--- src/rtl/maxpool_pkg.sv ---
// Shared types and defaults for the 2x2/stride-2 max-pool sequencer.
// Holds the FSM state enum, default sizes and an unsigned max helper.
package maxpool_pkg;

    localparam int MP_BITS = 8;
    localparam int MP_DIM  = 32;

    typedef enum logic [2:0] {
        IDLE,
        RD0,
        RD1,
        DRAIN,
        DONE
    } mp_state_t;

    function automatic logic [MP_BITS-1:0] umax(
        input logic [MP_BITS-1:0] a,
        input logic [MP_BITS-1:0] b
    );
        return (a >= b) ? a : b;
    endfunction

endpackage

--- src/rtl/maxpool_max2.sv ---
// Combinational unsigned max of two BITS-wide words; ties give the equal value.
// Ports: a_i, b_i operands; y_o the larger.
module maxpool_max2 #(
    parameter int BITS = 8
) (
    input  logic [BITS-1:0] a_i,
    input  logic [BITS-1:0] b_i,
    output logic [BITS-1:0] y_o
);

    assign y_o = (a_i >= b_i) ? a_i : b_i;

endmodule

--- src/rtl/maxpool_seq_ctrl.sv ---
// Sequences a 2x2/stride-2 max-pool from an input SRAM to an output SRAM,
// streaming row pairs through a DIM/2-entry line buffer.
// Ports: start/busy/done command side; in_rd_* input SRAM read port
// (data one cycle after in_rd_en); out_wr_* output SRAM valid/ready write.
module maxpool_seq_ctrl
    import maxpool_pkg::*;
#(
    parameter int BITS = MP_BITS,
    parameter int DIM  = MP_DIM,
    parameter int AW   = $clog2(DIM*DIM),
    parameter int OAW  = $clog2(DIM*DIM/4)
) (
    input  logic            clk,
    input  logic            rst_n,
    input  logic            start,
    output logic            busy,
    output logic            done,
    output logic            in_rd_en,
    output logic [AW-1:0]   in_rd_addr,
    input  logic [BITS-1:0] in_rd_data,
    output logic            out_wr_en,
    output logic [OAW-1:0]  out_wr_addr,
    output logic [BITS-1:0] out_wr_data,
    input  logic            out_wr_ready
);

    localparam int CW = $clog2(DIM);
    localparam int RW = $clog2(DIM/2);

    mp_state_t state_q, state_d;

    logic [CW-1:0]   col_q;
    logic [RW-1:0]   pr_q;
    logic [OAW-1:0]  oaddr_q;
    logic            rd_vld_q;
    logic            rd_ph_q;
    logic [CW-1:0]   rd_col_q;
    logic [BITS-1:0] hold_q;
    logic [BITS-1:0] out_q;
    logic            ov_q;
    logic [BITS-1:0] lb_q [DIM/2];

    logic [CW-2:0]   lb_idx;
    logic [BITS-1:0] pair_max;
    logic [BITS-1:0] row_max;
    logic            in_rd1;
    logic            last_col;
    logic            last_pair;
    logic            accept;
    logic            stall;
    logic            issue;

    assign in_rd1    = (state_q == RD1);
    assign last_col  = (col_q == CW'(DIM-1));
    assign last_pair = (pr_q == RW'(DIM/2-1));
    assign accept    = ov_q && out_wr_ready;
    assign lb_idx    = rd_col_q[CW-1:1];

    // An odd-column read in RD1 refills the out reg two cycles later;
    // hold it back while the current word is still waiting.
    assign stall = in_rd1 && col_q[0] && ov_q && !out_wr_ready;
    assign issue = ((state_q == RD0) || in_rd1) && !stall;

    maxpool_max2 #(.BITS(BITS)) u_pair (
        .a_i (hold_q),
        .b_i (in_rd_data),
        .y_o (pair_max)
    );

    maxpool_max2 #(.BITS(BITS)) u_row (
        .a_i (pair_max),
        .b_i (lb_q[lb_idx]),
        .y_o (row_max)
    );

    always_ff @(posedge clk) begin
        if (!rst_n) state_q <= IDLE;
        else        state_q <= state_d;
    end

    always_comb begin
        state_d = state_q;
        unique case (state_q)
            IDLE:  if (start) state_d = RD0;
            RD0:   if (issue && last_col) state_d = RD1;
            RD1:   if (issue && last_col)
                       state_d = last_pair ? DRAIN : RD0;
            DRAIN: if (!rd_vld_q && (!ov_q || out_wr_ready))
                       state_d = DONE;
            DONE:  state_d = IDLE;
            default: state_d = IDLE;
        endcase
    end

    always_comb begin
        busy       = (state_q != IDLE);
        done       = (state_q == DONE);
        in_rd_en   = issue;
        in_rd_addr = AW'({pr_q, in_rd1}) * AW'(DIM) + AW'(col_q);
    end

    assign out_wr_en   = ov_q;
    assign out_wr_addr = oaddr_q;
    assign out_wr_data = out_q;

    always_ff @(posedge clk) begin
        if (!rst_n) begin
            col_q    <= '0;
            pr_q     <= '0;
            oaddr_q  <= '0;
            rd_vld_q <= 1'b0;
            rd_ph_q  <= 1'b0;
            rd_col_q <= '0;
            hold_q   <= '0;
            out_q    <= '0;
            ov_q     <= 1'b0;
        end else begin
            rd_vld_q <= issue;
            rd_ph_q  <= in_rd1;
            rd_col_q <= col_q;
            if (state_q == IDLE) begin
                col_q   <= '0;
                pr_q    <= '0;
                oaddr_q <= '0;
            end else if (issue) begin
                if (last_col) begin
                    col_q <= '0;
                    if (in_rd1) pr_q <= pr_q + 1'b1;
                end else begin
                    col_q <= col_q + 1'b1;
                end
            end
            if (accept) oaddr_q <= oaddr_q + 1'b1;
            if (rd_vld_q && !rd_col_q[0]) hold_q <= in_rd_data;
            // A load and an accept in the same cycle keep the reg full.
            if (rd_vld_q && rd_col_q[0] && rd_ph_q) begin
                out_q <= row_max;
                ov_q  <= 1'b1;
            end else if (accept) begin
                ov_q  <= 1'b0;
            end
        end
    end

    always_ff @(posedge clk) begin
        if (rst_n && rd_vld_q && rd_col_q[0] && !rd_ph_q)
            lb_q[lb_idx] <= pair_max;
    end

endmodule

--- config.mk ---
export PLATFORM = sky130hd
export DESIGN_NAME = maxpool_seq_ctrl
export DESIGN_NICKNAME = d
export VERILOG_FILES = /design/src/rtl/maxpool_pkg.sv /design/src/rtl/maxpool_max2.sv /design/src/rtl/maxpool_seq_ctrl.sv
export SDC_FILE = /design/constraint.sdc
export NUM_CORES = 1
export LEC_CHECK = 0
export CAP_MARGIN = 10
export CORE_MARGIN = 2
export CORE_UTILIZATION = 55
export CTS_BUF_LIST = sky130_fd_sc_hd__clkbuf_8
export CTS_CLUSTER_DIAMETER = 100
export DETAILED_ROUTE_END_ITERATION = 8
export HOLD_SLACK_MARGIN = 0.03
export PLACE_DENSITY = 0.85
export SYNTH_ARGS = -nofsm -noshare
export SYNTH_HDL_FRONTEND = slang
export SYNTH_SLANG_ARGS = --single-unit
--- constraint.sdc ---
create_clock -name clk -period 10.51 [get_ports clk]
set_clock_uncertainty 0.2 [all_clocks]
set_input_delay 3.153 -clock clk [delete_from_list [all_inputs] [get_ports clk]]
set_output_delay 3.153 -clock clk [all_outputs]
set_load 0.01 [all_outputs]
# Yosys cells after proc, flatten, opt, wreduce, memory -nomap -nowiden

Memories as Yosys holds them, arrays and structs flattened. A register that Yosys moved wholly into a read port is not among the register bits.
Index checks and enable logic that the tools add are counted.

Add/subtract/negate cells: 4
Order comparisons: 2
Equal/unequal tests: 10
Muxes and demuxes: 16
Bitwise logic cells: 1
Reductions and logical operators: 28

Operator list:

| cell                | count |
|---|---|
| $mux 8              | 4 |
| $ge 8x8->1          | 2 |
| $logic_and 1x1->1   | 13 |
| $mux 3              | 4 |
| $pmux 3 s4          | 1 |
| $add 10x5->10       | 1 |
| $add 8x1->8 const B | 1 |
| $eq 3x2->1 const B  | 2 |
| $logic_not 1->1     | 6 |
| $add 5x1->5 const B | 1 |
| $eq 5x5->1 const B  | 1 |
| $mux 5              | 1 |
| $add 4x1->4 const B | 1 |
| $eq 4x4->1 const B  | 1 |
| $mux 1              | 4 |
| $mux 4              | 1 |
| $ne 2x1->1 const B  | 2 |
| $ne 2x2->1 const B  | 2 |
| $reduce_and 4->1    | 1 |
| $reduce_bool 2->1   | 2 |
| $eq 3x1->1 const B  | 1 |
| $eq 3x3->1 const B  | 1 |
| $logic_not 3->1     | 1 |
| $reduce_and 3->1    | 1 |
| other kinds (5)     | 6 |

Register bits: 44
RAM bits: 128
Output and inout bits: 30
Memories kept: 1

Memory list:

| memory | words | width | rd ports | clocked after Yosys merged registers in | write ports | RTL line               | source |
|---|---|---|---|---|---|---|---|
| lb_q   | 16    | 8     | 1        | 1                                       | 1           | maxpool_seq_ctrl.sv:41 | `logic [BITS-1:0] lb_q [DIM/2];` |

# Logic depth before layout (Yosys ltp)

Gate-level depths: netlist of the first run.

Word-level depth: 9
Depth in mapped cells: 14

# By module

From an unflattened synthesis of the first run, not the netlist that was laid out.

Cell total of the unflattened synthesis: 487
Area total of the unflattened synthesis: 7507.2 µm²

Modules (own cells, without submodules):

| module           | times used | cells each | area each (µm²) | seq. area each (µm²) |
|---|---|---|---|---|
| maxpool_seq_ctrl | 1          | 419        | 6904.1          | 4724.5 |
| maxpool_max2     | 2          | 34         | 301.5           | 0.0 |

# Worst setup path before layout of the first run

No wires, ideal clock.

Path kind: input to output
Start: in out_wr_ready
End: out in_rd_en
Arrival: 3697 ps
Data required time: 7157 ps
Slack: 3460 ps
Cell stages on the path: 4
Path buffers: 0
Cell sequence: nand3b_1 nand2_1 a21o_1 inv_2

Longest elaborated chain between the ends: 4

Ends and longest elaborated chain:

| what              | RTL line               | source |
|---|---|---|
| start, declared   | maxpool_seq_ctrl.sv:24 | `input logic out_wr_ready` |
| $logic_not 1->1   | maxpool_seq_ctrl.sv:61 | `assign stall = in_rd1 && col_q[0] && ov_q && !out_wr_ready;` |
| $logic_and 1x1->1 | maxpool_seq_ctrl.sv:61 |  |
| $logic_not 1->1   | maxpool_seq_ctrl.sv:62 | `assign issue = ((state_q == RD0) \|\| in_rd1) && !stall;` |
| $logic_and 1x1->1 | maxpool_seq_ctrl.sv:62 |  |
| end, declared     | maxpool_seq_ctrl.sv:18 | `output logic in_rd_en,` |

Every way passes these cells.

# Worst setup path in the final report of the first run

Ends and elaborated chain as after synthesis.

==> metrics.txt, run 1 <==
die height=118.9 um; htree depth=4; RSZ-0062 raised after global routing=no; XOR/XNOR Fraction of Synth Area=less than 1%; post-route ant nets=0; Crit. End Element=output port; clock-pin slew on the worst setup and hold paths=0.08 ns; fin crit period=8.174 ns; Final Cycle Share=between 70% and 80%; class of the worst hold path=reg2reg; io pins=42; simple-gate area share of the yosys netlist=9.125%; Tightest Pin Transition=1.087 ns; die area=between 10,000 and 15,000 um2; Ys Warns=0; largest net degree at the start of global routing=37; DRC Markers=0; Synth Area in Adders=3.444%; VDD IR max=around 0.00009 V; Setup CP Type=in2out; First-pass DRT Iterations=5; Post-Syn Area=slightly above 7000 um2; number of synthesized register bits=between 150 and 200; Core Region=around 13,000 um2; first-pass GRT wire length=between 20,000 and 25,000 um; via count=4,284; # resized after CTS=0; post-synthesis mux area share=14.14%; Worst setup SP type=input pin; GPL Wtd Cong=approximately 0.83; Max stage delay on crit path=0.53 ns; Post-DP HPWL=around 9500 um; run status=finished clean; fmax=0.1223 GHz; Int Power=approximately 1.0 mW; Reg power frac=58.1%; layout overhead on the synthesized area=12.83%; num rows=41; chip width=118.9 um; Clock Tree Buf Depth=2; Switch Pwr=0.3013 mW; Slew headroom=27.43%; power per cell area=roughly 160 nW/um2; Comb pwr share=slightly below 9%; Static Leakage=between 2 and 3 nW; MaxCap Viol Count=0; final setup violating endpoints=0; CTS Hold Bufs=0; worst-path cell chain=clkdlybuf4s50_1 > nand3b_1 > nand2_1 > a21o_1 > inv_2 > clkdlybuf4s50_1; Post-synth EDFFs=128; largest family of logic cells by synthesized area=multiplexers; # nets final=574; most frequent cells in the layout=edfxtp_1 (128), nor2_1 (48), dfxtp_1 (43), clkdlybuf4s50_1 (41), nand2_1 (33); Final Hold Vio Count=0; Net Count, Synth=529; Async SR Flop Fraction=0%; Synth Instances=497; critical path data required time=roughly 7 ns; Worst EP arrival=4.82 ns; Clock Latency Late Sink=roughly 0.44 ns; Crit path top cell by count=clkdlybuf4s50_1; post-CTS setup buffer count=0; layout cells sized above 1=13.51%; switching share of power=23.08%; # diodes=0; post-synthesis sequential area ratio=65.01%; final wirelength=around 14,000 um; Total GRT Usage=between 20% and 30%; Clk pwr share=33.2%; number of global-route vias before repair=4,175; initial core utilization=approximately 57%; complex-gate fraction of the synthesized area=5.251%; Slew Limit Fails=0; Num CTS Buffers=17; leading cell type in the layout, fill and taps excluded=edfxtp_1; drt initial violations=436; Primary FF master, synth=edfxtp_1; initial antenna violation count=0; Core Util, Final=64.19%; mean routed wirelength per cell=19.39 um; Synth cell types=49; critical path peak fanout=9; Port Buf Inserts=41; worst hold slack=0.3096 ns; GR Overflow Total=0; Root Buffer Master=clkbuf_8; setup tns final=0 ns; clk sinks=172; clock tree from TritonCTS=yes; Critical-path top delay cell=clkdlybuf4s50_1; vias per cell=5.893; Avg Inst Size Synth=14.62 um2
[power groups by stage]
stage | logic [mW] | registers (mW) | clock network [mW]
detailed placement | 0.111 | 0.774 | 0
floorplan | 0.0790 | 0.768 | 0
global placement | 0.106 | 0.773 | 0
global route | 0.124 | 0.760 | 0.467
finish | 0.113 | 0.759 | 0.433
CTS | 0.113 | 0.758 | 0.439
[cell families after synthesis]
kind of cell | count (synthesis)
flops | 172
xor+xnor | 4
buf+inv | 39
compound gates | 62
fa+ha+maj | 20
simple gates | 140
mux | 60
[layer usage]
layer	part of all wire (%)	routed length (um)	GRT usage [%]
met4	2.3	323	7.440
met1	41	5847	28.19
met5	0	0	0
met3	6.2	873	4.454
met2	50	7052	33.05
[final timing paths]
check                             startpoint              to  slack [ns]  cells after the start
worst max-delay path            out_wr_ready        in_rd_en        2.34                      6
worst min register to register      col_q[4]        col_q[4]        0.31                      2
worst min-delay path                col_q[4]        col_q[4]        0.31                      2
worst max register to register     hold_q[0]  out_wr_data[4]        6.43                     13
[metrics by stage]
stage               area, um2  total power, mW  setup WS [ns]  std cells
floorplan                7267           0.8471          3.460        497
global route             8199            1.351          2.254        727
finish                   8199            1.305          2.336        727
CTS                      8199            1.310          2.370        727
global placement         7821           0.8792          2.406        695
detailed placement       7821           0.8855          2.375        695
[area by class of cell]
class	count	area (um2)
sequential	172	4726
fill	855	4574
multi-input combinational	286	2357
timing repair buffer	47	455.4
clock buffer	18	247.7
tap	172	215.2
clock inverter	14	130.1
inverter	18	67.56
[critical path, delay by kind of cell]
| kind | cells | cell delay, ns |
|---|---|---|
| buffers and inverters | 3 | 1.16 |
| AND/OR/NAND/NOR | 2 | 0.25 |
| AO/OA/AOI/OAI | 1 | 0.26 |
[Yosys cell counts, types with 2 or more instances]
cell / n / area, um2
xor2_1: 3 / 26.28
and2_1: 6 / 37.54
dfxtp_1: 44 / 880.8
mux2_2: 5 / 56.30
o21ai_1: 7 / 35.03
o31a_1: 4 / 35.03
nor2_1: 48 / 180.2
a21o_1: 3 / 22.52
inv_2: 2 / 7.510
nor4_1: 2 / 12.51
nand2b_1: 6 / 37.54
inv_1: 16 / 60.06
o21ai_0: 11 / 55.05
mux2_1: 3 / 33.78
clkbuf_1: 10 / 37.54
nand3_1: 10 / 50.05
ha_1: 20 / 250.2
a211oi_1: 2 / 15.01
edfxtp_1: 128 / 3844
and3_1: 5 / 31.28
a21oi_1: 21 / 105.1
mux4_2: 32 / 720.7
o21a_1: 2 / 15.01
a22oi_1: 2 / 15.01
o2bb2ai_1: 2 / 17.52
nand4_1: 4 / 25.02
nor3_1: 11 / 55.05
buf_4: 2 / 15.01
nor2b_1: 6 / 37.54
nand3b_1: 2 / 15.01
buf_2: 6 / 30.03
a221oi_1: 5 / 43.79
nand2_1: 33 / 123.9
mux2i_1: 19 / 190.2
[registers in the layout, summed over array words and instances (netlist names)]
| name | cells |
|---|---|
| state_q | 3 |
| hold_q | 8 |
| col_q | 5 |
| lb_q | 128 |
| out_wr_addr | 8 |
| rd_ph_q | 1 |
| rd_vld_q | 1 |
| pr_q | 4 |
| out_wr_en | 1 |
| rd_col_q | 5 |
| out_wr_data | 8 |
No activity file was read; power rests on OpenSTA's default activity.
==> run 2: changes to the inputs <==
==> constraint.sdc (replaced) <==
create_clock -name clk -period 8.4 [get_ports clk]
set_clock_uncertainty 0.2 [all_clocks]
set_input_delay 2.52 -clock clk [delete_from_list [all_inputs] [get_ports clk]]
set_output_delay 2.52 -clock clk [all_outputs]
set_load 0.01 [all_outputs]
==> run 2 against run 1 <==
  * Register-to-register slack got worse by 2.3 ns
  * Design area barely moved
  * Critical path depth did not move
  * Critical endpoint unchanged
  * Highest routed layer unchanged
==> metrics.txt, run 2 (synthesis gave the netlist of run 1 again) <==
GPL Wtd Cong=0.8202 (-1.3%); most frequent cells in the layout=edfxtp_1 (128), nor2_1 (48), dfxtp_1 (43), clkdlybuf4s50_1 (41), nand2_1 (33); clk sinks=172 (unchanged); Core Region=12,770 um2 (unchanged); largest net degree at the start of global routing=37 (unchanged); Clk pwr share=33.5% (+0.3 points); Setup CP Type=in2out; num rows=41 (unchanged); post-CTS setup buffer count=0 (unchanged); class of the worst hold path=reg2reg; clock-pin slew on the worst setup and hold paths=0.08 ns (about the same); GR Overflow Total=0 (unchanged); placed cells=695 (unchanged); chip width=118.9 um (unchanged); # resized after CTS=0 (unchanged); max reg flops=128 (unchanged); Total GRT Usage=21.22% (+0.55 points); Root Buffer Master=clkbuf_8; critical path data required time=5.68 ns (-1.48 ns); run status=finished clean; # diodes=0 (unchanged); Slew Limit Fails=0 (unchanged); MaxCap Viol Count=0 (unchanged); layout overhead on the synthesized area=12.78% (about the same); Multi-input gate area=2357 um2 (unchanged); fmax=0.1457 GHz; die height=118.9 um (unchanged); CTS Hold Bufs=0 (unchanged); clock tree from TritonCTS=yes; Comb pwr share=8.7% (about the same); Worst setup SP type=input pin; fin crit period=6.864 ns; RSZ-0062 raised after global routing=no; Final Cycle Share=81.71%; initial antenna violation count=0 (unchanged); Slew headroom=26.84% (-0.59 points); Clock Tree Buf Depth=2 (unchanged); Static Leakage=2.752 nW (-0.30%); mean routed wirelength per cell=19.61 um (+1.1%); io pins=42 (unchanged); post-route ant nets=0 (unchanged); drt initial violations=481 (+10%); htree depth=4 (unchanged); # nets final=574 (unchanged); initial core utilization=56.89% (unchanged); worst hold slack=0.3111 ns (+0.001494 ns); Switch Pwr=0.3742 mW (+24%); vias per cell=5.923 (+0.51%); non-filler cells, final=726 (-0.14%); layout cells sized above 1=12.64% (-0.88 points); VDD IR max=0.0001262 V (+40%); Reg power frac=57.7% (-0.4 points); via count=4,300 (+0.37%); power per cell area=200.7 nW/um2 (+26%); Clock Latency Late Sink=0.46 ns (+0.02 ns); Tightest Pin Transition=1.095 ns (+0.008156 ns); Top reg by flops=lb_q; Final Power=1.645 mW (+26%); leading cell type in the layout, fill and taps excluded=edfxtp_1; Worst EP arrival=4.14 ns (-0.68 ns); Final Hold Vio Count=0 (unchanged); number of global-route vias before repair=4,381 (+4.9%); Post-DP HPWL=9665 um (+1.5%); critical path peak fanout=9 (unchanged); Int Power=1.270 mW (+27%); Crit. End Element=output port; Sequential Area=4726 um2 (unchanged); Num CTS Buffers=17 (unchanged); Fill cells=840 (-1.8%); final wirelength=14,230 um (+0.98%); first-pass GRT wire length=22,510 um (+1.8%); final setup violating endpoints=0 (unchanged); setup tns final=0 ns (unchanged); switching share of power=22.75% (-0.33 points); DRC Markers=0 (unchanged); Port Buf Inserts=41 (unchanged); die area=14,150 um2 (unchanged); First-pass DRT Iterations=5 (unchanged)
## run 2: worst max-delay path, stage by stage
cell and delay (ns):
clkdlybuf4s50_1 0.51, nand3b_1 0.16, nand2_1 0.07, a21o_1 0.25
inv_2 0.09, clkdlybuf4s50_1 0.54
## run 2: stage by stage
| stage | setup slack (ns) | area, um2 | utilization (%) |
|---|---|---|---|
| final | 1.536 | 8195 | 64.16 |
| after global routing | 1.427 | 8195 | 64.16 |
| after CTS | 1.531 | 8195 | 64.16 |
| after detailed placement | 1.534 | 7821 | 61.23 |
| after global placement | 1.558 | 7821 | 61.23 |
| after floorplan | 2.616 | 7267 | - |
## run 2: layer usage
layer	global-route usage [%]	vias up	wire length (um)
met3	4.885	30	909
met5	0	-	0
met2	33.98	167	7124
met4	9.747	0	383
met1	27.80	2124	5817
li1	-	1979	-
## run 2: layout make-up
| class | count | share of cell area, % |
|---|---|---|
| tap | 172 | 2.626 |
| timing repair buffer | 47 | 5.557 |
| sequential | 172 | 57.66 |
| multi-input combinational | 286 | 28.76 |
| clock inverter | 14 | 1.710 |
| clock buffer | 17 | 2.855 |
| inverter | 18 | 0.8244 |
## run 2: path summary, 6_finish.rpt
| path | start | endpoint | slack, ns | cells past startpoint |
|---|---|---|---|---|
| worst max-delay path | out_wr_ready | in_rd_en | 1.54 | 6 |
| worst min-delay path | out_wr_addr[3] | out_wr_addr[3] | 0.31 | 1 |
| worst max register to register | hold_q[0] | out_wr_data[7] | 4.17 | 12 |
| worst min register to register | out_wr_addr[3] | out_wr_addr[3] | 0.31 | 1 |
## run 2: power groups by stage
stage                     registers, mW  clock network (mW)  logic, mW
after global placement            0.967                   0      0.133
after floorplan                   0.961                   0     0.0988
after detailed placement          0.968                   0      0.142
after CTS                         0.949               0.558      0.143
after global routing              0.951               0.593      0.158
final                             0.950               0.552      0.144
